$ cat src/rtl/hilo_muldiv.sv
// HI/LO register pair with a single-cycle multiplier and a 32-iteration radix-2 restoring divider.
// Divides stall the pipeline through div_busy; the result lands in HI/LO at the DONE edge.
module hilo_muldiv (
   input  logic        clk,
   input  logic        rst,
   input  logic [4:0]  alucontrolE,
   input  logic [31:0] srcaE,
   input  logic [31:0] srcbE,
   input  logic        validE,
   input  logic        cancelE,
   output logic        div_busy,
   output logic        div_done,
   output logic [31:0] hi_o,
   output logic [31:0] lo_o
);

   localparam logic [4:0] AluMult  = 5'd12;
   localparam logic [4:0] AluMultu = 5'd13;
   localparam logic [4:0] AluDiv   = 5'd14;
   localparam logic [4:0] AluDivu  = 5'd15;

   typedef enum logic [1:0] {StIdle, StDiv, StDone} state_e;

   state_e      state_q, state_d;
   logic [5:0]  cnt_q, cnt_d;
   logic [31:0] hi_q, hi_d;
   logic [31:0] lo_q, lo_d;
   logic [31:0] rem_q, rem_d;
   logic [31:0] dvd_q, dvd_d;
   logic [31:0] dvs_q, dvs_d;
   logic [31:0] a_raw_q, a_raw_d;
   logic        neg_quo_q, neg_quo_d;
   logic        neg_rem_q, neg_rem_d;
   logic        dbz_q, dbz_d;

   logic        is_mul, is_div, signed_div, signed_mul;
   logic        accept, start_mul, start_div;
   logic [63:0] mul_a, mul_b, prod;
   logic [31:0] abs_a, abs_b;
   logic [32:0] shifted, trial;
   logic [31:0] quo_fix, rem_fix;

   always_comb begin
      is_mul     = (alucontrolE == AluMult) || (alucontrolE == AluMultu);
      is_div     = (alucontrolE == AluDiv)  || (alucontrolE == AluDivu);
      signed_mul = (alucontrolE == AluMult);
      signed_div = (alucontrolE == AluDiv);
      accept     = (state_q == StIdle) && validE && !cancelE;
      start_mul  = accept && is_mul;
      start_div  = accept && is_div;

      // One 64x64 multiplier serves both flavours; low 64 bits of the extended product are exact.
      mul_a = {{32{signed_mul & srcaE[31]}}, srcaE};
      mul_b = {{32{signed_mul & srcbE[31]}}, srcbE};
      prod  = mul_a * mul_b;

      abs_a = (signed_div && srcaE[31]) ? -srcaE : srcaE;
      abs_b = (signed_div && srcbE[31]) ? -srcbE : srcbE;

      // Remainder stays below the divisor, so the 33-bit trial difference never wraps.
      shifted = {rem_q, dvd_q[31]};
      trial   = shifted - {1'b0, dvs_q};

      quo_fix = neg_quo_q ? -dvd_q : dvd_q;
      rem_fix = neg_rem_q ? -rem_q : rem_q;
   end

   always_comb begin
      state_d   = state_q;
      cnt_d     = cnt_q;
      hi_d      = hi_q;
      lo_d      = lo_q;
      rem_d     = rem_q;
      dvd_d     = dvd_q;
      dvs_d     = dvs_q;
      a_raw_d   = a_raw_q;
      neg_quo_d = neg_quo_q;
      neg_rem_d = neg_rem_q;
      dbz_d     = dbz_q;

      unique case (state_q)
         StIdle: begin
            if (start_mul) begin
               hi_d = prod[63:32];
               lo_d = prod[31:0];
            end else if (start_div) begin
               dvd_d     = abs_a;
               dvs_d     = abs_b;
               a_raw_d   = srcaE;
               neg_quo_d = signed_div & (srcaE[31] ^ srcbE[31]);
               neg_rem_d = signed_div & srcaE[31];
               dbz_d     = (srcbE == 32'd0);
               rem_d     = 32'd0;
               cnt_d     = 6'd0;
               state_d   = StDiv;
            end
         end
         StDiv: begin
            if (cancelE) begin
               state_d = StIdle;
            end else begin
               rem_d = trial[32] ? shifted[31:0] : trial[31:0];
               dvd_d = {dvd_q[30:0], ~trial[32]};
               cnt_d = cnt_q + 6'd1;
               if (cnt_q == 6'd31) begin
                  state_d = StDone;
               end
            end
         end
         StDone: begin
            state_d = StIdle;
            if (!cancelE) begin
               hi_d = dbz_q ? a_raw_q : rem_fix;
               lo_d = dbz_q ? 32'hFFFF_FFFF : quo_fix;
            end
         end
         default: state_d = StIdle;
      endcase
   end

   always_ff @(posedge clk) begin
      if (rst) begin
         state_q   <= StIdle;
         cnt_q     <= 6'd0;
         hi_q      <= 32'd0;
         lo_q      <= 32'd0;
         rem_q     <= 32'd0;
         dvd_q     <= 32'd0;
         dvs_q     <= 32'd0;
         a_raw_q   <= 32'd0;
         neg_quo_q <= 1'b0;
         neg_rem_q <= 1'b0;
         dbz_q     <= 1'b0;
      end else begin
         state_q   <= state_d;
         cnt_q     <= cnt_d;
         hi_q      <= hi_d;
         lo_q      <= lo_d;
         rem_q     <= rem_d;
         dvd_q     <= dvd_d;
         dvs_q     <= dvs_d;
         a_raw_q   <= a_raw_d;
         neg_quo_q <= neg_quo_d;
         neg_rem_q <= neg_rem_d;
         dbz_q     <= dbz_d;
      end
   end

   assign div_busy = start_div || ((state_q == StDiv) && !cancelE);
   assign div_done = (state_q == StDone);
   assign hi_o     = hi_q;
   assign lo_o     = lo_q;

endmodule

$ cat config.mk
export PLATFORM = sky130hd
export DESIGN_NAME = hilo_muldiv
export DESIGN_NICKNAME = d
export VERILOG_FILES = /design/src/rtl/hilo_muldiv.sv
export SDC_FILE = /design/constraint.sdc
export NUM_CORES = 2
export LEC_CHECK = 0
export ABC_AREA = 1
export BUFFER_PORTS_ARGS = -buffer_cell sky130_fd_sc_hd__clkbuf_2
export CAP_MARGIN = 15
export CORE_UTILIZATION = 60
export DETAILED_ROUTE_END_ITERATION = 10
export PLACE_DENSITY = 0.77
export SETUP_SLACK_MARGIN = 0.1
export SLEW_MARGIN = 20
export SYNTH_ARGS = -nofsm -noshare
export SYNTH_HDL_FRONTEND = slang
export SYNTH_SLANG_ARGS = --single-unit
$ cat constraint.sdc
create_clock -name clk -period 15.4 [get_ports clk]
set_input_delay 2.31 -clock clk [delete_from_list [all_inputs] [get_ports clk]]
set_output_delay 2.31 -clock clk [all_outputs]
set_load 0.1 [all_outputs]
==> results.py <==
metrics = {
    "status": {
        "status": "finished, final reports clean",
    },
    "min_path": {
        "hold_class": "register to register",
    },
    "synthesis": {
        "async_flop_share_pct": 0,
        "synth_top_area_cell": "fa_1",
        "syn_area_um2": 54930,
        "avgSynthCellArea_um2": 7.197,
        "synth_edf_count": 0,
        "synth.area.top_cells": "fa_1, nand2_1, inv_1",
        "synth_warnings": 0,
        "syn_inst": 7633,
        "synthFlopType": "dfxtp_1",
        "yosysSeqAreaShare_pct": 7.398,
        "ys_ff_latch": 203,
        "netlist.area_leader.share_pct": 41.03,
        "synth_nets": 9082,
        "synth_cell_type_count": 51,
    },
    "sta": {
        "worstMarginPinSlew_ns": 1.050,
        "drv_slew": 0,
        "post-route-period-util_pct": 67.75,
        "final.setup.tns_ns": 0,
        "setup_viol": 0,
        "rsz0062_at_grt": "no",
        "max_freq_mhz": 95.85,
        "hold_viol": 0,
        "post-route-min-period_ns": 10.43,
        "finClkSkew_ns": 0.02111,
        "max_slew_margin_pct": 29.25,
    },
    "floorplan": {
        "die_h_um": 304.6,
        "io_pins": 139,
        "die_w_um": 304.6,
        "die_area_um2": 92770,
        "coreArea_um2": 90290,
        "initial_core_util_pct": 60.84,
        "rows": 110,
    },
    "grt": {
        "grt-ovfl-total": 0,
        "grt_pass1_wl_um": 294400,
        "grt_pass1_vias": 50986,
        "track_usage_pct": 41.57,
        "grt_use_met1_pct": 55.59,
        "busiest_layer": "met2",
        "grt_antenna_before_repair": 8,
        "grt_util_met2_pct": 64.91,
        "grt_start_max_net_pins": 92,
        "met3_usage_pct": 7.962,
    },
    "clock_tree": {
        "h-tree-depth": 1,
        "hold_buffers": 0,
        "path_clk_slew_ns": 0.06,
        "post_cts_resized": 0,
        "insertion_delay_ns": 0.57,
        "cts_num_sinks": 203,
        "cts_buffer_depth": 3,
        "postCtsSetupBuffers": 0,
        "cts_tree": "built",
        "numCtsBuffers": 24,
        "cts-root-buf": "clkbuf_16",
    },
    "worst_setup_path": {
        "cp.required_ns": 15.87,
        "cp-end-kind": "register",
        "crit_fanout": 32,
        "critPathKind": "input pin to register",
        "critPathLaunchType": "input pin",
        "worstPathArrival_ns": 10.91,
    },
    "route": {
        "drc": 0,
        "ant_nets": 0,
        "drt-total-wl_um": 188200,
        "viasPerCell": 5.677,
        "first_iter_violations": 5620,
        "firstDrtPassIters": 7,
        "vias": 49387,
        "wl_per_cell_um": 21.63,
    },
    "final_layout": {
        "final_cell_mix": "nand2_1, inv_1, fa_1",
        "drive_gt1_share_pct": 4.254,
        "fill_cells": 8193,
        "final_common_cell": "nand2_1",
        "area_growth_pct": 3.915,
        "layout.area.seq_um2": 4064,
        "multiInputGateArea_um2": 42060,
        "fin_nets": 8958,
    },
    "flow_run": {
        "cap_violations": 0,
    },
    "placed_design": {
        "portBuffers": 138,
        "gp_congestion": 1.050,
        "dp_hpwl_um": 148000,
    },
}
-- per-layer routing --
metal  routed length (µm)  part of all wire [%]
met4                11580                   6.2
met5                    7                0.0037
met3                21000                    11
met2                83090                    44
met1                72550                    39
-- path summary, 6_finish.rpt --
kind,slack (ns),endpoint,start,depth (start not counted)
hold / removal,0.46,a_raw_q[9]$_SDFFE_PP0P_,a_raw_q[9]$_SDFFE_PP0P_,2
setup / recovery,4.97,hi_o[7]$_SDFFE_PP0P_,alucontrolE[3],28
setup reg to reg,11.46,hi_o[5]$_SDFFE_PP0P_,state_q[0]$_SDFFE_PP0P_,9
hold reg to reg,0.46,a_raw_q[9]$_SDFFE_PP0P_,a_raw_q[9]$_SDFFE_PP0P_,2
-- critical path, cell delays in order --
cell      delay, ns
clkbuf_2       0.08
nand2_1        0.10
inv_2          0.07
nand3_1        0.07
buf_4          0.49
nor2_1         0.08
buf_4          0.21
inv_1          0.66
nor2_1         0.13
fa_1           0.52
inv_1          0.05
fa_1           0.50
fa_1           0.45
fa_1           0.52
fa_1           0.44
fa_1           0.51
fa_1           0.43
fa_1           0.49
inv_1          0.04
ha_1           0.43
nand2_1        0.15
nor2_1         0.25
nand3_1        0.30
nor2_1         0.47
nand3_1        0.33
nand4_1        0.20
nand3_1        0.32
a21oi_1        0.25
-- registers in the layout (all words and copies together) (netlist names) --
register   count
a_raw_q       32
cnt_q          6
hi_o          32
dbz_q          1
neg_rem_q      1
dvs_q         32
state_q        2
dvd_q         32
rem_q         32
lo_o          32
neg_quo_q      1
-- logic make-up after synthesis --
logic type               synth area share (%)
AND/OR/NAND/NOR                         21.52
adder cells (fa/ha/maj)                 46.73
buffers and inverters                   16.09
flip-flops                              7.398
XOR/XNOR                                1.419
AO/OA/AOI/OAI                           6.842
-- Yosys cell counts (10+ instances only) --
master	instances
nor2_1	368
ha_1	250
o211ai_1	16
a21oi_1	394
buf_1	76
fa_1	1126
nor3_1	46
or2_2	10
nand3b_1	16
nand2_1	2072
inv_2	11
o21bai_1	17
o21ai_0	229
nand3_1	308
dfxtp_1	203
xnor2_1	29
inv_1	1955
xor2_1	60
clkbuf_1	269
buf_2	16
nand4_1	56
-- area by class of cell --
class | count | area share (%)
Timing Repair Buffer | 218 | 2.262
Sequential cell | 203 | 7.119
Tap cell | 1176 | 2.578
Antenna cell | 1 | 0.004384
Clock buffer | 30 | 1.144
Inverter | 1969 | 12.95
Multi-Input combinational cell | 5093 | 73.67
Clock inverter | 10 | 0.2674
-- through the flow --
stage | utilization (%) | setup slack (ns) | hold slack (ns) | area (µm²) | cells
2_1_floorplan | - | 6.080 | 0.4297 | 54930 | 7633
3_3_place_gp | 62.33 | 4.610 | 0.4404 | 56270 | 8659
3_5_place_dp | 62.33 | 4.568 | 0.4456 | 56270 | 8659
4_1_cts | 63.22 | 5.112 | 0.4547 | 57080 | 8699
5_1_grt | 63.22 | 4.697 | 0.4766 | 57080 | 8699
6_report | 63.22 | 4.967 | 0.4551 | 57080 | 8700
Power is not shown: default switching activity piles up to over one toggle a cycle in this logic, so the estimate is an artifact.
